`config.mk`:
```
export PLATFORM = sky130hd
export DESIGN_NAME = i2c_pwm_regfile_slave
export DESIGN_NICKNAME = d
export VERILOG_FILES = /design/src/rtl/i2c_pwm_regfile_slave.sv
export SDC_FILE = /design/constraint.sdc
export NUM_CORES = 1
export LEC_CHECK = 0
export ABC_CLOCK_PERIOD_IN_PS = 4500
export BUFFER_PORTS_ARGS = -buffer_cell sky130_fd_sc_hd__buf_2
export CAP_MARGIN = 20
export CORE_MARGIN = 1.5
export CORE_UTILIZATION = 63
export CTS_BUF_LIST = sky130_fd_sc_hd__clkbuf_16
export CTS_CLUSTER_DIAMETER = 100
export DETAILED_ROUTE_END_ITERATION = 10
export GPL_TIMING_DRIVEN = 0
export PLACE_DENSITY = 0.85
export SETUP_SLACK_MARGIN = 0.02
export SLEW_MARGIN = 10
export SYNTH_ARGS = -nofsm -noshare
export SYNTH_HDL_FRONTEND = slang
export SYNTH_SLANG_ARGS = --single-unit
export TNS_END_PERCENT = 30
```
`constraint.sdc`:
```
create_clock -name clk -period 4.5 [get_ports clk]
set_clock_uncertainty 0.2 [all_clocks]
set_input_delay 0.45 -clock clk [delete_from_list [all_inputs] [get_ports clk]]
set_output_delay 0.45 -clock clk [all_outputs]
set_load 0.02 [all_outputs]
```
`src/rtl/i2c_pwm_regfile_slave.sv`:
```
`timescale 1ns/1ps
// Purpose    : I2C target exposing NUM_CH 8-bit PWM duty registers behind an auto-incrementing pointer.
// Latency    : bus conditions are seen 3 clk after the pin; SDA and register updates follow the decoded SCL edge by 1 clk.
// Backpressure: none; the target never stretches SCL, so clk must run at least 16x the SCL rate.
//
// Ports:
//   clk, rst          system clock, asynchronous active-high reset
//   scl, sda_i        raw bus lines (sampled through 2-flop synchronisers)
//   sda_drive_low     open-drain SDA pull-down request (1 = pull low)
//   pwm_values        flat duty registers, channel k at [8k+7:8k]
//   wr_strobe         one-clk pulse on each channel written
//   busy              high between a detected START and STOP
//
// Build option: define I2C_GENERAL_CALL_EN to accept general-call address 0x00 (write);
// the first data byte after it is written to every channel at once.
module i2c_pwm_regfile_slave #(
    parameter logic [6:0] SLAVE_ADDR = 7'h42,
    parameter int         NUM_CH     = 4,
    parameter logic [7:0] RST_DUTY   = 8'h00
) (
    input  logic                  clk,
    input  logic                  rst,
    input  logic                  scl,
    input  logic                  sda_i,
    output logic                  sda_drive_low,
    output logic [8*NUM_CH-1:0]   pwm_values,
    output logic [NUM_CH-1:0]     wr_strobe,
    output logic                  busy
);

`ifdef I2C_GENERAL_CALL_EN
    localparam bit GC_EN = 1'b1;
`else
    localparam bit GC_EN = 1'b0;
`endif

    localparam logic [3:0] ST_IDLE      = 4'd0;
    localparam logic [3:0] ST_ADDR      = 4'd1;
    localparam logic [3:0] ST_ADDR_ACK  = 4'd2;
    localparam logic [3:0] ST_PTR       = 4'd3;
    localparam logic [3:0] ST_PTR_ACK   = 4'd4;
    localparam logic [3:0] ST_WDATA     = 4'd5;
    localparam logic [3:0] ST_WDATA_ACK = 4'd6;
    localparam logic [3:0] ST_RDATA     = 4'd7;
    localparam logic [3:0] ST_RDATA_ACK = 4'd8;
    localparam logic [3:0] ST_WAIT_STOP = 4'd9;

    localparam logic [7:0] NUM_CH_B = 8'(NUM_CH);
    localparam logic [3:0] LAST_CH  = 4'(NUM_CH - 1);

    // [0],[1] synchronise, [2] holds the previous synchronised sample.
    // Reset to 1 so the idle bus does not look like an edge after reset.
    logic [2:0] r_scl_sync;
    logic [2:0] r_sda_sync;

    always_ff @(posedge clk or posedge rst) begin
        if (rst) begin
            r_scl_sync <= 3'b111;
            r_sda_sync <= 3'b111;
        end else begin
            r_scl_sync <= {r_scl_sync[1:0], scl};
            r_sda_sync <= {r_sda_sync[1:0], sda_i};
        end
    end

    logic w_sda;
    logic w_scl_rise;
    logic w_scl_fall;
    logic w_start;
    logic w_stop;

    assign w_sda      = r_sda_sync[1];
    assign w_scl_rise = ~r_scl_sync[2] &  r_scl_sync[1];
    assign w_scl_fall =  r_scl_sync[2] & ~r_scl_sync[1];
    assign w_start    =  r_scl_sync[2] &  r_scl_sync[1] &  r_sda_sync[2] & ~r_sda_sync[1];
    assign w_stop     =  r_scl_sync[2] &  r_scl_sync[1] & ~r_sda_sync[2] &  r_sda_sync[1];

    logic [3:0]            r_state;
    logic [2:0]            r_bit_cnt;
    logic [7:0]            r_shift;     // incoming byte
    logic [7:0]            r_tx;        // remaining read bits, next one in [7]
    logic [3:0]            r_ptr;
    logic                  r_rw;
    logic                  r_ack_drv;   // ACK states: second half of the ack slot pending
    logic                  r_gc;        // current transfer is a general call
    logic                  r_gc_done;   // general-call byte already taken
    logic                  r_sda_low;
    logic                  r_busy;
    logic [NUM_CH-1:0]     r_strobe;
    logic [8*NUM_CH-1:0]   r_pwm;

    logic [7:0] w_byte;
    logic [3:0] w_ptr_nxt;
    logic [7:0] w_rd_byte;

    // Byte as it stands once the bit on the current SCL rise is shifted in.
    assign w_byte    = {r_shift[6:0], w_sda};
    assign w_ptr_nxt = (r_ptr == LAST_CH) ? 4'd0 : r_ptr + 4'd1;

    always_comb begin
        w_rd_byte = 8'h00;
        for (int k = 0; k < NUM_CH; k++) begin
            if (r_ptr == 4'(k)) begin
                w_rd_byte = r_pwm[8*k +: 8];
            end
        end
    end

    always_ff @(posedge clk or posedge rst) begin
        if (rst) begin
            r_state   <= ST_IDLE;
            r_bit_cnt <= 3'd0;
            r_shift   <= 8'h00;
            r_tx      <= 8'h00;
            r_ptr     <= 4'd0;
            r_rw      <= 1'b0;
            r_ack_drv <= 1'b0;
            r_gc      <= 1'b0;
            r_gc_done <= 1'b0;
            r_sda_low <= 1'b0;
            r_busy    <= 1'b0;
            r_strobe  <= '0;
            r_pwm     <= {NUM_CH{RST_DUTY}};
        end else begin
            r_strobe <= '0;
            if (w_start) begin
                // START wins over any SCL edge decoded in the same cycle.
                r_state   <= ST_ADDR;
                r_bit_cnt <= 3'd0;
                r_busy    <= 1'b1;
                r_sda_low <= 1'b0;
                r_ack_drv <= 1'b0;
                r_gc      <= 1'b0;
                r_gc_done <= 1'b0;
            end else if (w_stop) begin
                r_state   <= ST_IDLE;
                r_busy    <= 1'b0;
                r_sda_low <= 1'b0;
                r_ack_drv <= 1'b0;
            end else begin
                case (r_state)
                    ST_IDLE: begin
                        r_sda_low <= 1'b0;
                    end

                    ST_ADDR: begin
                        if (w_scl_rise) begin
                            r_shift <= w_byte;
                            if (r_bit_cnt == 3'd7) begin
                                r_bit_cnt <= 3'd0;
                                if (w_byte[7:1] == SLAVE_ADDR) begin
                                    r_rw    <= w_byte[0];
                                    r_state <= ST_ADDR_ACK;
                                end else if (GC_EN && (w_byte == 8'h00)) begin
                                    r_rw    <= 1'b0;
                                    r_gc    <= 1'b1;
                                    r_state <= ST_ADDR_ACK;
                                end else begin
                                    r_state <= ST_WAIT_STOP;
                                end
                            end else begin
                                r_bit_cnt <= r_bit_cnt + 3'd1;
                            end
                        end
                    end

                    ST_ADDR_ACK: begin
                        if (w_scl_fall) begin
                            if (!r_ack_drv) begin
                                r_sda_low <= 1'b1;
                                r_ack_drv <= 1'b1;
                            end else begin
                                r_ack_drv <= 1'b0;
                                r_bit_cnt <= 3'd0;
                                if (r_rw) begin
                                    // Bit 7 goes out on the same edge that ends the ack slot.
                                    r_sda_low <= ~w_rd_byte[7];
                                    r_tx      <= {w_rd_byte[6:0], 1'b0};
                                    r_state   <= ST_RDATA;
                                end else begin
                                    r_sda_low <= 1'b0;
                                    r_state   <= r_gc ? ST_WDATA : ST_PTR;
                                end
                            end
                        end
                    end

                    ST_PTR: begin
                        if (w_scl_rise) begin
                            r_shift <= w_byte;
                            if (r_bit_cnt == 3'd7) begin
                                r_bit_cnt <= 3'd0;
                                if (w_byte < NUM_CH_B) begin
                                    r_ptr   <= w_byte[3:0];
                                    r_state <= ST_PTR_ACK;
                                end else begin
                                    r_state <= ST_WAIT_STOP;
                                end
                            end else begin
                                r_bit_cnt <= r_bit_cnt + 3'd1;
                            end
                        end
                    end

                    ST_PTR_ACK: begin
                        if (w_scl_fall) begin
                            if (!r_ack_drv) begin
                                r_sda_low <= 1'b1;
                                r_ack_drv <= 1'b1;
                            end else begin
                                r_sda_low <= 1'b0;
                                r_ack_drv <= 1'b0;
                                r_bit_cnt <= 3'd0;
                                r_state   <= ST_WDATA;
                            end
                        end
                    end

                    ST_WDATA: begin
                        if (w_scl_rise) begin
                            r_shift <= w_byte;
                            if (r_bit_cnt == 3'd7) begin
                                r_bit_cnt <= 3'd0;
                                // A general call takes exactly one byte; the rest are refused.
                                r_state   <= (r_gc && r_gc_done) ? ST_WAIT_STOP : ST_WDATA_ACK;
                            end else begin
                                r_bit_cnt <= r_bit_cnt + 3'd1;
                            end
                        end
                    end

                    ST_WDATA_ACK: begin
                        if (w_scl_fall) begin
                            if (!r_ack_drv) begin
                                r_sda_low <= 1'b1;
                                r_ack_drv <= 1'b1;
                                for (int k = 0; k < NUM_CH; k++) begin
                                    if (r_gc || (r_ptr == 4'(k))) begin
                                        r_pwm[8*k +: 8] <= r_shift;
                                        r_strobe[k]     <= 1'b1;
                                    end
                                end
                                if (r_gc) begin
                                    r_gc_done <= 1'b1;
                                end else begin
                                    r_ptr <= w_ptr_nxt;
                                end
                            end else begin
                                r_sda_low <= 1'b0;
                                r_ack_drv <= 1'b0;
                                r_bit_cnt <= 3'd0;
                                r_state   <= ST_WDATA;
                            end
                        end
                    end

                    ST_RDATA: begin
                        if (w_scl_fall) begin
                            if (r_bit_cnt == 3'd7) begin
                                r_sda_low <= 1'b0;
                                r_ack_drv <= 1'b0;
                                r_state   <= ST_RDATA_ACK;
                            end else begin
                                r_sda_low <= ~r_tx[7];
                                r_tx      <= {r_tx[6:0], 1'b0};
                                r_bit_cnt <= r_bit_cnt + 3'd1;
                            end
                        end
                    end

                    ST_RDATA_ACK: begin
                        // r_ack_drv here marks "master acked, next byte starts on the coming fall".
                        if (w_scl_rise) begin
                            if (!w_sda) begin
                                r_ptr     <= w_ptr_nxt;
                                r_ack_drv <= 1'b1;
                            end else begin
                                r_state <= ST_WAIT_STOP;
                            end
                        end else if (w_scl_fall && r_ack_drv) begin
                            r_ack_drv <= 1'b0;
                            r_bit_cnt <= 3'd0;
                            r_sda_low <= ~w_rd_byte[7];
                            r_tx      <= {w_rd_byte[6:0], 1'b0};
                            r_state   <= ST_RDATA;
                        end
                    end

                    ST_WAIT_STOP: begin
                        r_sda_low <= 1'b0;
                    end

                    default: begin
                        r_state   <= ST_IDLE;
                        r_sda_low <= 1'b0;
                    end
                endcase
            end
        end
    end

    assign sda_drive_low = r_sda_low;
    assign pwm_values    = r_pwm;
    assign wr_strobe     = r_strobe;
    assign busy          = r_busy;

endmodule

```
==> metrics <==
status=complete, no violations; wire per inst=21.1 um; clock sinks=72; Yosys warning count=0; reg-to-reg startpoint=r_bit_cnt[0]; Synth Flop Type=dfrtp_1; share of layout cells above drive strength 1=30.6%; DRT Wirelength=11000 um; post-synth top area cell=dfrtp_1; Final #Nets=452; Final Cell Area=4600 um2; vias in the first global route=3381; post-synthesis register bit count=72; Leakage=2.23 nW; power per standard cell area=308 nW/um2; capturing point of the worst reg2reg path=r_state[1]; DP Cell Count=505; top cells by area in the synthesized netlist=dfrtp_1, mux2_2, dfstp_2; internal reg-to-reg setup slack=1.48 ns; Final Core Density=76.8%; area of the mapped netlist=3970 um2; post-DP HPWL=7520 um; antenna violations before repair=0; global-route wire length before repair=17500 um; CTS hold repair buffers=1; GPL Wtd Cong=0.938; nature of the critical path endpoint=flop; PnR Total Power=1.42 mW; crit-path max FO=7; Rows=28; die height=82.3 um; die area=6780 um2; largest net degree at the start of global routing=61; WS Path Type=flop to flop; Antenna Nets Post-Route=0; Tcrit/Tclk final=67.0%; Tightest Hold Check Type=input pin to flop; Critical Path Source Type=flop; worst setup path start=r_bit_cnt[0]; area of the multi-input gates=1980 um2; CTS Buf Count=9; Initial Util=66.2%; Tightest Pin Transition=0.865 ns; final hold vios=0; CTS root buf=clkbuf_16; fill count=387; EDFF count, synth=0; Area growth, synth to finish=16.0%; post-cts sizing count=0; # Post-CTS Setup Buffers=0; hold depth=1; Initial DRT Pass Iterations=5; Clock transition at path regs=0.06 ns; CTS max path bufs=2; CTS H-tree lvls=3; routed vias/inst=6.49; worst path required time=4.52 ns; final cell count without fillers=522; DRC Markers=0; Post-Route Setup TNS=0 ns; Worst Reg-to-Reg Cells=7; Tmin final=3.02 ns; via count=3390; worst IR drop on VDD=233 uV; Synth top cells by count=dfrtp_1, mux2_2, nand2_1; Setup Viol. Count Final=0; Data arrival, critical path=3.04 ns; Max Clock Freq=332 MHz; register area share after synthesis=45.6%; Placed Area=4290 um2; cell chain of the critical path=ha_1, ha_1, nor4bb_1, nor4_1, a2111oi_2, or2_4, mux2_4; ys async rst share=100%; core area=5990 um2; count leader, synth=dfrtp_1; All-Layer GR Usage=35.4%; CP delay by family, top=simple AND/OR/NAND/NOR gates; die width=82.3 um; Yosys top cell area share=41.7%; Cells after Synth=388; max_slew headroom=41.8%; Largest stage delay, worst path=0.63 ns; synthesized area per cell=10.2 um2; RSZ-0062 raised after global routing=no; number of stages on the worst setup path=7; Slew Limit Fails=0; Diodes inserted=0; IO Count=42; TritonCTS clock tree=built; synth unique cells=69; drt initial violations=335; CP bufs+invs=0; gr ovfl total=0; most used cell, CP=ha_1; Crit-path slowest cell=nor4bb_1; Buffers on Ports=41; FF+latch area=1810 um2; syn_nets=398; clk_lat worst skew=0.34 ns; end of the critical path=r_state[1]; max_cap viols=0
## routing by layer
metal,track usage (%),up-vias,part of all wire [%]
li1,-,1521,-
met1,45.6,1680,42
met2,58.8,156,49
met3,7.91,33,6.4
met4,12.5,0,2.5
met5,0,-,0
## where the power goes
group / switching, mW / internal (mW)
clock: 0.288 / 0.430
sequential: 0.00421 / 0.654
combinational: 0.0296 / 0.0127
total: 0.322 / 1.10
## registers in the layout (all words and copies together), names as in the netlist
register,cells
r_state,4
r_bit_cnt,3
r_shift,8
busy,1
r_rw,1
r_sda_sync,3
wr_strobe,4
r_tx,7
r_scl_sync,3
r_ptr,4
sda_drive_low,1
pwm_values,32
r_ack_drv,1
## layout make-up
| cell class | count | share of cell area [%] |
|---|---|---|
| repair buffers | 43 | 5.28 |
| clock buffers | 9 | 4.90 |
| well taps | 75 | 2.04 |
| inverters | 15 | 1.28 |
| clock inverters | 7 | 1.55 |
| flip-flops and latches | 72 | 39.3 |
| plain buffers | 24 | 2.64 |
| multi-input cells | 277 | 43.0 |
## cell families after synthesis
group,count (synthesis),synth area share (%)
multiplexers,52,14.7
AO/OA/AOI/OAI,101,17.4
adder cells (fa/ha/maj),6,1.89
XOR/XNOR,2,0.442
buffers and inverters,39,4.48
AND/OR/NAND/NOR,116,15.5
flip-flops,72,45.6
## how the worst min path moves through the flow
stage	from	to	slack, ns
6_report	scl	r_scl_sync[0]	0.02
5_1_grt	scl	r_scl_sync[0]	0.01
4_1_cts	scl	r_scl_sync[0]	0.02
3_5_place_dp	r_sda_sync[0]	r_sda_sync[1]	0.15
3_3_place_gp	r_sda_sync[0]	r_sda_sync[1]	0.15
2_1_floorplan	r_scl_sync[0]	r_scl_sync[1]	0.15
## stage by stage
stage	hold slack [ns]	worst slack (ns)
2_1_floorplan	0.145	2.04
3_3_place_gp	0.145	1.25
3_5_place_dp	0.147	1.56
4_1_cts	0.0166	1.52
5_1_grt	0.0141	1.34
6_report	0.0158	1.48
## layout by cell type (no fill, tap or decap), drive strengths merged, types with 4 or more instances in the layout
| master | count |
|---|---|
| dfrtp | 66 |
| buf | 56 |
| mux2 | 46 |
| nand2 | 35 |
| o21ai | 29 |
| a21oi | 25 |
| nor2 | 20 |
| clkbuf | 19 |
| inv | 16 |
| nor3 | 9 |
| a22oi | 8 |
| nand2b | 7 |
| nand3 | 7 |
| nor2b | 6 |
| and2 | 6 |
| mux2i | 6 |
| ha | 6 |
| dfstp | 6 |
| or2 | 5 |
| nor4 | 5 |
| a221oi | 4 |
| clkinv | 4 |
## worst reg2reg max path: cells and delay by family, from the launching register on
kind	cells	cell delay, ns
compound gates	1	0.57
mux	1	0.30
flops	1	0.38
fa+ha+maj	2	0.45
simple gates	3	1.01
No activity file was read; power rests on OpenSTA's default activity.
